## src/rtl/msx_mouse_host.sv

```systemverilog
// Host-side MSX joystick-port mouse reader: strobes pin 8, gathers the four delta
// nibbles plus buttons, and republishes each read as a 25-bit ps2_mouse packet.
module msx_mouse_host #(
  parameter int SETTLE_CYC = 1024,
  parameter int POLL_CYC   = 43000,
  parameter int CNT_W      = 16
) (
  input  logic        clk_sys,
  input  logic        reset,
  input  logic        enable,
  input  logic [5:0]  pin_in,
  output logic        strobe,
  output logic [24:0] ps2_mouse,
  output logic        busy
);

  localparam logic [2:0] StIdle = 3'd0;
  localparam logic [2:0] StXh   = 3'd1;
  localparam logic [2:0] StXl   = 3'd2;
  localparam logic [2:0] StYh   = 3'd3;
  localparam logic [2:0] StYl   = 3'd4;
  localparam logic [2:0] StPub  = 3'd5;

  localparam logic [CNT_W-1:0] SettleLast = CNT_W'(SETTLE_CYC - 1);
  localparam logic [CNT_W-1:0] PollLast   = CNT_W'(POLL_CYC - 1);
  localparam logic [CNT_W-1:0] CntOne     = CNT_W'(1);

  logic [2:0]       st_q, st_d;
  logic [CNT_W-1:0] cnt_q, cnt_d;
  logic [5:0]       sync1_q, sync1_d, sync2_q, sync2_d;
  logic [7:0]       xr_q, xr_d, yr_q, yr_d;
  logic             btn_l_q, btn_l_d, btn_r_q, btn_r_d;
  logic             strobe_q, strobe_d;
  logic [24:0]      pkt_q, pkt_d;

  logic [3:0] nib;
  logic       at_settle;
  logic [7:0] dx, dy;

  assign nib       = sync2_q[3:0];
  assign at_settle = (cnt_q == SettleLast);

  // MSX positive X is leftward, so negate; -0x80 does not fit and saturates.
  assign dx = (xr_q == 8'h80) ? 8'h7F : (~xr_q + 8'd1);
  assign dy = yr_q;

  always_comb begin
    sync1_d  = pin_in;
    sync2_d  = sync1_q;
    st_d     = st_q;
    cnt_d    = cnt_q + CntOne;
    xr_d     = xr_q;
    yr_d     = yr_q;
    btn_l_d  = btn_l_q;
    btn_r_d  = btn_r_q;
    pkt_d    = pkt_q;

    case (st_q)
      StIdle: begin
        if (!enable) begin
          cnt_d = '0;
        end else if (cnt_q == PollLast) begin
          st_d  = StXh;
          cnt_d = '0;
        end
      end
      StXh, StXl, StYh, StYl: begin
        if (!enable) begin
          // Abort: the partial read is dropped and the nibbles discarded.
          st_d  = StIdle;
          cnt_d = '0;
          xr_d  = '0;
          yr_d  = '0;
        end else if (at_settle) begin
          cnt_d = '0;
          case (st_q)
            StXh: begin
              xr_d[7:4] = nib;
              st_d      = StXl;
            end
            StXl: begin
              xr_d[3:0] = nib;
              st_d      = StYh;
            end
            StYh: begin
              yr_d[7:4] = nib;
              st_d      = StYl;
            end
            default: begin
              yr_d[3:0] = nib;
              btn_l_d   = ~sync2_q[4];
              btn_r_d   = ~sync2_q[5];
              st_d      = StPub;
            end
          endcase
        end
      end
      StPub: begin
        pkt_d = {~pkt_q[24], dy, dx, 2'b00, dy[7], dx[7], 2'b10, btn_r_q, btn_l_q};
        st_d  = StIdle;
        cnt_d = '0;
      end
      default: begin
        st_d  = StIdle;
        cnt_d = '0;
      end
    endcase

    strobe_d = (st_d == StXh) || (st_d == StYh);
  end

  always_ff @(posedge clk_sys) begin
    if (reset) begin
      st_q     <= StIdle;
      cnt_q    <= '0;
      sync1_q  <= '0;
      sync2_q  <= '0;
      xr_q     <= '0;
      yr_q     <= '0;
      btn_l_q  <= 1'b0;
      btn_r_q  <= 1'b0;
      strobe_q <= 1'b0;
      pkt_q    <= '0;
    end else begin
      st_q     <= st_d;
      cnt_q    <= cnt_d;
      sync1_q  <= sync1_d;
      sync2_q  <= sync2_d;
      xr_q     <= xr_d;
      yr_q     <= yr_d;
      btn_l_q  <= btn_l_d;
      btn_r_q  <= btn_r_d;
      strobe_q <= strobe_d;
      pkt_q    <= pkt_d;
    end
  end

  assign strobe    = strobe_q;
  assign ps2_mouse = pkt_q;
  assign busy      = (st_q != StIdle);

endmodule

```

## config.mk

```make
export PLATFORM = sky130hd
export DESIGN_NAME = msx_mouse_host
export DESIGN_NICKNAME = d
export VERILOG_FILES = /design/src/rtl/msx_mouse_host.sv
export SDC_FILE = /design/constraint.sdc
export NUM_CORES = 1
export LEC_CHECK = 0
export CORE_ASPECT_RATIO = 0.6
export CORE_MARGIN = 2
export CORE_UTILIZATION = 45
export DETAILED_ROUTE_END_ITERATION = 7
export PLACE_DENSITY = 0.78
export SKIP_LAST_GASP = 1
export SYNTH_ARGS = -nofsm -noshare
export SYNTH_HDL_FRONTEND = slang
export SYNTH_SLANG_ARGS = --single-unit
```

## constraint.sdc

```tcl
create_clock -name clk_sys -period 3.05 [get_ports clk_sys]
set_clock_uncertainty 0.15 [all_clocks]
set_input_delay 0.4575 -clock clk_sys [delete_from_list [all_inputs] [get_ports clk_sys]]
set_output_delay 0.4575 -clock clk_sys [all_outputs]
set_load 0.005 [all_outputs]
```

# --- Yosys cells after proc, flatten, opt, wreduce, memory -nomap -nowiden ---
# Cells that the tools add are included.
classes:
  n_addsub: 2
  bitwise: 5
  reduce_logical: 10
  n_eq_ne: 15
  mux: 20
op_table:
  columns: ["cell", "count"]
  rows:
  - ["2-to-1 mux 16 bit", 4]
  - ["2-to-1 mux 8 bit", 5]
  - ["one-hot mux 16 bit (2 select lines)", 1]
  - ["adder 16 x 1 -> 16 bit, second input constant", 1]
  - ["equality test 16 x 10 -> 1 bit, second input constant", 1]
  - ["equality test 16 bit, second input constant", 1]
  - ["2-to-1 mux 4 bit", 4]
  - ["2-to-1 mux 3 bit", 4]
  - ["AND reduction 3 bit", 4]
  - ["equality test 3 x 2 -> 1 bit, second input constant", 3]
  - ["one-hot mux 3 bit (3 select lines)", 1]
  - ["adder 8 x 1 -> 8 bit, second input constant", 1]
  - ["equality test 8 bit, second input constant", 1]
  - ["!= test 2 x 1 -> 1 bit, second input constant", 4]
  - ["inverter 8 bit", 1]
  - ["equality test 3 x 1 -> 1 bit, second input constant", 2]
  - ["equality test 3 bit, second input constant", 2]
  - ["one-hot mux 3 bit (2 select lines)", 1]
  - ["inverter 1 bit", 4]
  - ["AND reduction 4 bit", 1]
  - ["OR reduction 4 bit", 1]
  - ["zero test 3 bit", 1]
  - ["nonzero test 3 bit", 1]
  - ["OR reduction 3 bit", 1]
  - ["other kinds (2)", 2]
word_totals:
  word_cells: 64
  out_inout_bits: 27
  in_bits: 9
  ff_bits: 72

# --- Longest topological paths before layout ---
# Gate-level depths: netlist (run 1).
depth:
  ltp_word: 7
  depth_mapped: 7
  mapped_depth_nobuf: 6

# --- Worst setup path after synthesis (run 1) ---
# Ideal clock, no wire load.
synth_path:
  kind: "flip-flop to flip-flop"
  start: "reg cnt_q[11]"
  end: "reg cnt_q[12]"
  t_required_ns: 2.785
  t_arrival_ns: 1.914
  setup_time_ns: 0.115
  synth_period_minus_slack_ns: 2.179
  stages_incl_launch_ff: 7
  slack_ns: 0.871
  cell_sequence: "dfxtp_1 or3_1 or4_4 or2_4 a22oi_4 buf_6 nor2_1"
synth_via:
  elab_chain_len: 4
  word_cells_on_any_way: 8
  cone_classes: "add/sub (1); eq/ne (2); mux (5)"
synth_lines:
  columns: ["element", "line", "source"]
  rows:
  - ["start: declaration", "29", "logic [CNT_W-1:0] cnt_q, cnt_d;"]
  - ["start signal: assignment", "126", "cnt_q <= cnt_d;"]
  - ["adder 16 x 1 -> 16 bit (tied with other cells)", "51", "cnt_d = cnt_q + CntOne;"]
  - ["2-to-1 mux 16 bit, on equally long branches", "74, 62", null]
  - ["2-to-1 mux 16 bit, on equally long branches", "68, 60", null]
  - ["one-hot mux 16 bit (2 select lines) *", "58", "case (st_q)"]
# Mark *: on every way between the ends. The rest lies on a longest branch, timed or not.
# A chain may end at the register's enable or synchronous reset.

# --- Final worst setup path (run 1) ---
layout_path:
  start: "reg cnt_q[0]"
  end: "reg yr_q[6] (netlist: dy[6])"
layout_via:
  elab_chain_len: 3
layout_lines:
  columns: ["element", "line", "source"]
  rows:
  - ["equality test 16 x 10 -> 1 bit", "41", "assign at_settle = (cnt_q == SettleLast);"]
  - ["!= test 2 x 1 -> 1 bit (no line)", null, null]
  - ["AND reduction 3 bit (no line)", null, null]
  - ["end signal: assignment", "130", "yr_q <= yr_d;"]
  - ["end: declaration", "31", "logic [7:0] xr_q, xr_d, yr_q, yr_d;"]
# Every way passes these cells.

==> run_summary.xml, run 1 <==
<?xml version="1.0" encoding="UTF-8"?>
<metrics>
  <group name="synth">
    <metric name="avgSynthCellArea" unit="um2">9.04</metric>
    <metric name="mappedNetlistArea" unit="um2">2850</metric>
    <metric name="synth_seq_cells" unit="">70</metric>
    <metric name="ys_types" unit="">43</metric>
    <metric name="synth_edf_count" unit="">0</metric>
    <metric name="synth_top_area_share" unit="">0.492</metric>
    <metric name="yosys_most_used_dff" unit="">dfxtp_1</metric>
    <metric name="yosys_warnings" unit="">0</metric>
    <metric name="seq_area_frac_synth" unit="">0.492</metric>
    <metric name="synth-async-reset-ratio" unit="">0</metric>
    <metric name="yosysTopAreaCell" unit="">dfxtp_1</metric>
    <metric name="synthesis.instances" unit="">315</metric>
    <metric name="synth.area.top_cells" unit="">dfxtp_1 (49%), nor2_1 (5.1%), nand2_1 (4.5%), nor2b_1 (3.5%), xor2_1 (3.4%)</metric>
  </group>
  <group name="global_routing">
    <metric name="grt_use_met3" unit="">0.0546</metric>
    <metric name="antenna_found_initial" unit="">0</metric>
    <metric name="first_global_vias" unit="">2047</metric>
    <metric name="global_route_met1_utilization" unit="">0.242</metric>
    <metric name="grt_start_max_net_pins" unit="">29</metric>
    <metric name="grt_busiest_layer" unit="">met2</metric>
    <metric name="first_pass_grt_wire_length" unit="um">9660</metric>
    <metric name="grt_use_total" unit="">0.179</metric>
    <metric name="total_congestion_overflow" unit="">0</metric>
    <metric name="fraction_of_met2_tracks_used_by_global_routing" unit="">0.264</metric>
  </group>
  <group name="timing">
    <metric name="final.period_utilization" unit="">0.791</metric>
    <metric name="fmax" unit="GHz">0.414</metric>
    <metric name="rsz0062_at_grt" unit="">no</metric>
    <metric name="slew_violations" unit="">0</metric>
    <metric name="finalSetupViolCount" unit="">0</metric>
    <metric name="min_period" unit="ns">2.41</metric>
    <metric name="max_slew.worst_pin.slew" unit="ns">0.635</metric>
    <metric name="max-slew-margin-rel" unit="">0.574</metric>
    <metric name="final.setup.tns" unit="ns">0</metric>
    <metric name="final-hold-violation-count" unit="">0</metric>
  </group>
  <group name="route">
    <metric name="drtAntennaViolNets" unit="">0</metric>
    <metric name="drc_markers" unit="">0</metric>
    <metric name="route.detailed.vias_per_inst" unit="">5.11</metric>
    <metric name="detail_route.iter0.violations" unit="">136</metric>
    <metric name="routed_wirelength" unit="um">5660</metric>
    <metric name="first_pass_iters" unit="">4</metric>
    <metric name="detailroute.via_count" unit="">2208</metric>
    <metric name="wire_per_inst" unit="um">13.1</metric>
  </group>
  <group name="clocking">
    <metric name="post_cts_resize_count" unit="">0</metric>
    <metric name="path_clk_slew" unit="ns">0.08</metric>
    <metric name="hold_buffers" unit="">0</metric>
    <metric name="post_cts_buffers" unit="">0</metric>
    <metric name="cts_htree_levels" unit="">3</metric>
    <metric name="clock_sinks" unit="">70</metric>
    <metric name="numCtsBuffers" unit="">9</metric>
    <metric name="cts_tree" unit="">yes</metric>
    <metric name="clockRootBuffer" unit="">clkbuf_8</metric>
    <metric name="ctsLongestPathBuffers" unit="">2</metric>
    <metric name="clock_latency" unit="ns">0.34</metric>
  </group>
  <group name="critical_path">
    <metric name="cp-start-kind" unit="">flip-flop</metric>
    <metric name="critical_path_class" unit="">reg -&gt; reg</metric>
    <metric name="worstPathArrival" unit="ns">2.50</metric>
    <metric name="worst_ep_required_time" unit="ns">3.14</metric>
    <metric name="reg2reg_setup_slack" unit="ns">0.64</metric>
    <metric name="setup.worst_path.end_class" unit="">flip-flop</metric>
    <metric name="path_max_fanout" unit="">7</metric>
  </group>
  <group name="floorplanning">
    <metric name="coreArea" unit="um2">6110</metric>
    <metric name="fp.dieArea" unit="um2">7000</metric>
    <metric name="initial_utilization" unit="">0.466</metric>
    <metric name="dieHeight" unit="um">65.6</metric>
    <metric name="die_w" unit="um">107</metric>
    <metric name="fp-row-count" unit="">22</metric>
    <metric name="top_level_ports" unit="">36</metric>
  </group>
  <group name="min_path">
    <metric name="worst_hold_path_type" unit="">reg -&gt; reg</metric>
  </group>
  <group name="power">
    <metric name="irDropWorstVdd" unit="mV">0.238</metric>
    <metric name="total_leakage_power" unit="uW">0.00118</metric>
    <metric name="pnr_total_power" unit="uW">1790</metric>
    <metric name="power.density" unit="nW/um2">522</metric>
  </group>
  <group name="cells_and_area">
    <metric name="count_of_placed_standard_cells_in_the_final_layout_fillers_left_out" unit="">432</metric>
    <metric name="final_layout_size_suffix_gt1_frac" unit="">0.0891</metric>
    <metric name="antennaDiodeCount" unit="">0</metric>
    <metric name="finish.net_count" unit="">354</metric>
    <metric name="area_growth_from_synthesis_to_final_layout" unit="%">20.4</metric>
    <metric name="fillerInstances" unit="">553</metric>
  </group>
  <group name="place">
    <metric name="post-place-cells" unit="">416</metric>
    <metric name="routabilityCongestion" unit="">0.829</metric>
    <metric name="io_buffer_count" unit="">32</metric>
    <metric name="dp_hpwl" unit="um">4060</metric>
  </group>
  <group name="status">
    <metric name="outcome" unit="">completed</metric>
  </group>
  <group name="job">
    <metric name="max_cap_violations" unit="">0</metric>
  </group>
</metrics>
## per-stage QoR
| step | setup slack (ns) | hold WS [ns] | util | instance area [um2] |
|---|---|---|---|---|
| 2_1_floorplan | 0.871 | 0.252 | - | 2850 |
| 3_3_place_gp | 0.669 | 0.267 | 0.524 | 3200 |
| 3_5_place_dp | 0.643 | 0.270 | 0.524 | 3200 |
| 4_1_cts | 0.635 | 0.288 | 0.561 | 3430 |
| 5_1_grt | 0.496 | 0.303 | 0.561 | 3430 |
| 6_report | 0.637 | 0.288 | 0.561 | 3430 |
## area by class of cell
class	count	area (um2)	area share
sequential	70	1400	0.409
multi-input combinational	221	1330	0.388
timing repair buffer	36	350	0.102
clock buffer	10	128	0.0373
tap	84	105	0.0307
clock inverter	6	93.8	0.0274
inverter	5	18.8	0.00548
## cell usage after synthesis (2+ instances only)
library cell	count
a311oi_1	3
o211ai_1	2
nor2b_1	16
or4_1	2
buf_4	5
xor2_1	11
nand2_1	34
or2_2	4
nor4_2	2
a22o_1	4
and2_1	2
dfxtp_1	70
or3_1	4
ha_1	2
clkbuf_1	13
a32o_1	8
nor3_1	7
nand2b_1	2
nor3b_1	2
buf_1	2
and3_1	8
nor2_1	39
inv_1	5
a21oi_1	19
a211oi_1	6
xnor2_1	9
nand3_1	18
## critical path: stages (launching register included)
cell     delay (ns)
dfxtp_1        0.36
ha_1           0.22
nand3_1        0.14
or3_1          0.54
nor4_4         0.46
nor3_1         0.18
a32o_1         0.24
## layer usage
layer,part of all wire,up-vias
li1,-,1132
met1,0.50,1003
met2,0.41,62
met3,0.070,11
met4,0.018,0
met5,0,-
## sequential cells by signal, indices dropped and copies added (netlist names)
name and cells:
btn_l_q 1, sync2_q 6, st_q 3, dy 8, cnt_q 16, xr_q 8
sync1_q 6, btn_r_q 1, ps2_mouse 20, strobe 1
## placed cells by master (no fill, tap or decap), drive strengths merged, types with 3 or more instances in the layout
| cell type | Yosys | routed |
|---|---|---|
| and3 | 8 | 8 |
| conb | 1 | 3 |
| a32o | 8 | 8 |
| a21oi | 19 | 19 |
| nor3 | 7 | 7 |
| nor4 | 4 | 4 |
| inv | 5 | 6 |
| nand3 | 18 | 18 |
| a211oi | 6 | 6 |
| clkbuf | 13 | 10 |
| or2 | 5 | 5 |
| nor2 | 40 | 40 |
| nor3b | 3 | 3 |
| clkdlybuf4s50 | 0 | 32 |
| a22o | 4 | 4 |
| buf | 8 | 4 |
| or3 | 4 | 4 |
| dfxtp | 70 | 70 |
| xor2 | 11 | 11 |
| nand2 | 34 | 34 |
| xnor2 | 9 | 9 |
| a311oi | 3 | 3 |
| nor2b | 16 | 16 |
| or4 | 3 | 3 |
## cell families (layout without fill, tap and decap cells)
family	after synthesis	after routing	synth area share
XOR/XNOR	20	20	0.0615
buffers and inverters	26	57	0.0435
other	1	3	0.00132
AND/OR/NAND/NOR	149	149	0.270
flip-flops	70	70	0.492
AO/OA/AOI/OAI	47	47	0.122
adder cells (fa/ha/maj)	2	2	0.00879
## where the power goes
part / internal (uW) / total, uW / switching (uW)
Combinational: 20.2 / 44.2 / 24.0
Sequential: 922 / 928 / 5.99
Clock: 466 / 817 / 351
## worst paths after layout
check                              from               endpoint  cells after the start
hold reg to reg   sync1_q[5]$_SDFF_PP0_  sync2_q[5]$_SDFF_PP0_                      1
setup reg to reg    cnt_q[0]$_SDFF_PP0_     dy[6]$_SDFFE_PP0P_                      6
setup / recovery    cnt_q[0]$_SDFF_PP0_     dy[6]$_SDFFE_PP0P_                      6
hold / removal    sync1_q[5]$_SDFF_PP0_  sync2_q[5]$_SDFF_PP0_                      1
(Power assumes the default switching activity.)
==> run 2: changes to the inputs <==
Settings changed: PLACE_DENSITY 0.78 to 0.81.
Clock period 3.05 ns to 2.2 ns, I/O delays scaled along.
==> run_summary.xml, run 2 (same netlist as run 1, synthesis figures left out) <==
<?xml version="1.0" encoding="UTF-8"?>
<metrics>
  <group name="route">
    <metric name="routed_wirelength" unit="um">6040</metric>
    <metric name="drtAntennaViolNets" unit="">0</metric>
    <metric name="drc_markers" unit="">0</metric>
    <metric name="first_pass_iters" unit="">4</metric>
    <metric name="detail_route.iter0.violations" unit="">156</metric>
    <metric name="route.detailed.vias_per_inst" unit="">5.16</metric>
    <metric name="detailroute.via_count" unit="">2328</metric>
    <metric name="wire_per_inst" unit="um">13.4</metric>
  </group>
  <group name="global_routing">
    <metric name="first_pass_grt_wire_length" unit="um">9720</metric>
    <metric name="first_global_vias" unit="">2035</metric>
    <metric name="antenna_found_initial" unit="">0</metric>
    <metric name="grt_use_total" unit="">0.181</metric>
    <metric name="total_congestion_overflow" unit="">0</metric>
    <metric name="grt_start_max_net_pins" unit="">22</metric>
  </group>
  <group name="critical_path">
    <metric name="crit_start" unit="">cnt_q[13]$_SDFF_PP0_</metric>
    <metric name="setup.worst_path.end_class" unit="">flip-flop</metric>
    <metric name="worstPathArrival" unit="ns">2.35</metric>
    <metric name="crit_cells" unit="">6</metric>
    <metric name="path_max_fanout" unit="">8</metric>
    <metric name="reg2reg_setup_slack" unit="ns">-0.07</metric>
    <metric name="cp_num_buf_inv" unit="">1</metric>
    <metric name="worst_ep_required_time" unit="ns">2.28</metric>
    <metric name="max_stage_delay" unit="ns">0.57</metric>
    <metric name="cpMaxStageDelayCell" unit="">or4_4</metric>
    <metric name="cp-start-kind" unit="">flip-flop</metric>
    <metric name="critPathTopFamily" unit="">simple AND/OR/NAND/NOR gates</metric>
    <metric name="setup.worst_path.end" unit="">cnt_q[7]$_SDFF_PP0_</metric>
    <metric name="critical_r2r_capture" unit="">cnt_q[7]$_SDFF_PP0_</metric>
    <metric name="timing.critical_path.cells" unit="">or3_4, or4_4, or2_4, a22oi_4, clkbuf_16, nor2_1</metric>
    <metric name="critical_path_class" unit="">reg -&gt; reg</metric>
    <metric name="reg2reg_depth" unit="">6</metric>
    <metric name="critical_path.reg2reg.startpoint" unit="">cnt_q[13]$_SDFF_PP0_</metric>
  </group>
  <group name="timing">
    <metric name="slew_violations" unit="">0</metric>
    <metric name="fmax" unit="GHz">0.440</metric>
    <metric name="final.period_utilization" unit="">1.03</metric>
    <metric name="max-slew-margin-rel" unit="">0.613</metric>
    <metric name="finalSetupViolCount" unit="">16</metric>
    <metric name="max_slew.worst_pin.slew" unit="ns">0.580</metric>
    <metric name="rsz0062_at_grt" unit="">yes</metric>
    <metric name="final.setup.tns" unit="ns">-0.949</metric>
    <metric name="min_period" unit="ns">2.27</metric>
    <metric name="final-hold-violation-count" unit="">0</metric>
    <metric name="fin_ws" unit="ns">-0.0737</metric>
  </group>
  <group name="clocking">
    <metric name="cts_tree" unit="">yes</metric>
    <metric name="hold_buffers" unit="">0</metric>
    <metric name="clockRootBuffer" unit="">clkbuf_8</metric>
    <metric name="ctsLongestPathBuffers" unit="">2</metric>
    <metric name="clock_sinks" unit="">70</metric>
    <metric name="numCtsBuffers" unit="">9</metric>
    <metric name="clock_latency" unit="ns">0.34</metric>
    <metric name="path_clk_slew" unit="ns">0.07</metric>
    <metric name="cts_htree_levels" unit="">3</metric>
    <metric name="post_cts_buffers" unit="">0</metric>
  </group>
  <group name="place">
    <metric name="routabilityCongestion" unit="">0.879</metric>
    <metric name="dp_hpwl" unit="um">4260</metric>
    <metric name="io_buffer_count" unit="">32</metric>
  </group>
  <group name="cells_and_area">
    <metric name="finish.net_count" unit="">373</metric>
    <metric name="layout_commonest_cell" unit="">dfxtp_1</metric>
    <metric name="postLayoutCoreUtil" unit="">0.607</metric>
    <metric name="antennaDiodeCount" unit="">0</metric>
    <metric name="largest_reg_flops" unit="">20</metric>
    <metric name="final_layout_size_suffix_gt1_frac" unit="">0.177</metric>
    <metric name="area_growth_from_synthesis_to_final_layout" unit="%">30.3</metric>
    <metric name="layout_common_cells" unit="">dfxtp_1 (67), nand2_1 (34), nor2_1 (33), clkdlybuf4s50_1 (32), buf_4 (21)</metric>
  </group>
  <group name="floorplanning">
    <metric name="dieHeight" unit="um">65.6</metric>
    <metric name="fp.dieArea" unit="um2">7000</metric>
    <metric name="fp-row-count" unit="">22</metric>
    <metric name="initial_utilization" unit="">0.466</metric>
    <metric name="die_w" unit="um">107</metric>
    <metric name="top_level_ports" unit="">36</metric>
    <metric name="coreArea" unit="um2">6110</metric>
  </group>
  <group name="job">
    <metric name="max_cap_violations" unit="">0</metric>
  </group>
  <group name="status">
    <metric name="outcome" unit="">complete, but fails checks</metric>
    <metric name="violations" unit="">setup timing</metric>
  </group>
  <group name="power">
    <metric name="total_leakage_power" unit="uW">0.00131</metric>
    <metric name="power.density" unit="nW/um2">704</metric>
    <metric name="irDropWorstVdd" unit="mV">0.360</metric>
  </group>
  <group name="min_path">
    <metric name="worst_hold_path_type" unit="">reg -&gt; reg</metric>
  </group>
</metrics>
[run 2: cell types whose count changed in the layout (fill, tap and decap cells not counted), sizes merged]
| cell | delta |
|---|---|
| buf | +18 |
| bufinv | +1 |
| clkinv | +1 |
| clkinvlp | -1 |
[run 2: through the flow]
step	hold slack, ns	total power (uW)	setup slack (ns)	cells	area [um2]
final	0.273	2610	-0.0737	451	3710
after global routing	0.290	2700	-0.0923	451	3710
after CTS	0.277	2620	-0.00632	450	3600
after detailed placement	0.271	1380	0.00746	434	3350
after global placement	0.259	1380	0.0395	434	3350
after floorplan	0.252	1360	0.0209	317	2850
[run 2: layer usage]
layer  up-vias  part of all wire  global-route usage
met5         -                 0                   0
met4         0             0.011              0.0682
met2        83              0.40               0.244
met1      1067              0.51               0.262
met3         6             0.077              0.0645
li1       1172                 -                   -
[run 2: timing repair]
action	4_1_cts	5_1_grt
cloned	0	1
hold endpoints to repair	0	0
pin swaps	0	14
setup endpoints to repair	6	37
resized for setup	1	20
[run 2: final cells by class]
cell class	instances	area [um2]
clock buffers	9	124
clock inverters	7	121
fillers	528	2400
inverters	5	18.8
multi-input cells	221	1410
flip-flops and latches	70	1410
well taps	84	105
repair buffers	55	523
[run 2: worst min-delay path by stage]
stage,from,endpoint,cells past startpoint
after floorplan,sync2_q[4]$_SDFF_PP0_,btn_l_q$_SDFFE_PP0P_,1
after global placement,sync2_q[4]$_SDFF_PP0_,btn_l_q$_SDFFE_PP0P_,1
after detailed placement,sync2_q[5]$_SDFF_PP0_,btn_r_q$_SDFFE_PP0P_,1
after CTS,sync2_q[5]$_SDFF_PP0_,btn_r_q$_SDFFE_PP0P_,1
after global routing,sync2_q[5]$_SDFF_PP0_,btn_r_q$_SDFFE_PP0P_,1
final,sync2_q[5]$_SDFF_PP0_,btn_r_q$_SDFFE_PP0P_,1
[run 2: report_power, final]
| group | internal [uW] | switching [uW] | total, uW |
|---|---|---|---|
| clock | 759 | 485 | 1240 |
| sequential | 1280 | 7.98 | 1290 |
| combinational | 40.1 | 40.5 | 80.6 |
| total | 2080 | 533 | 2610 |
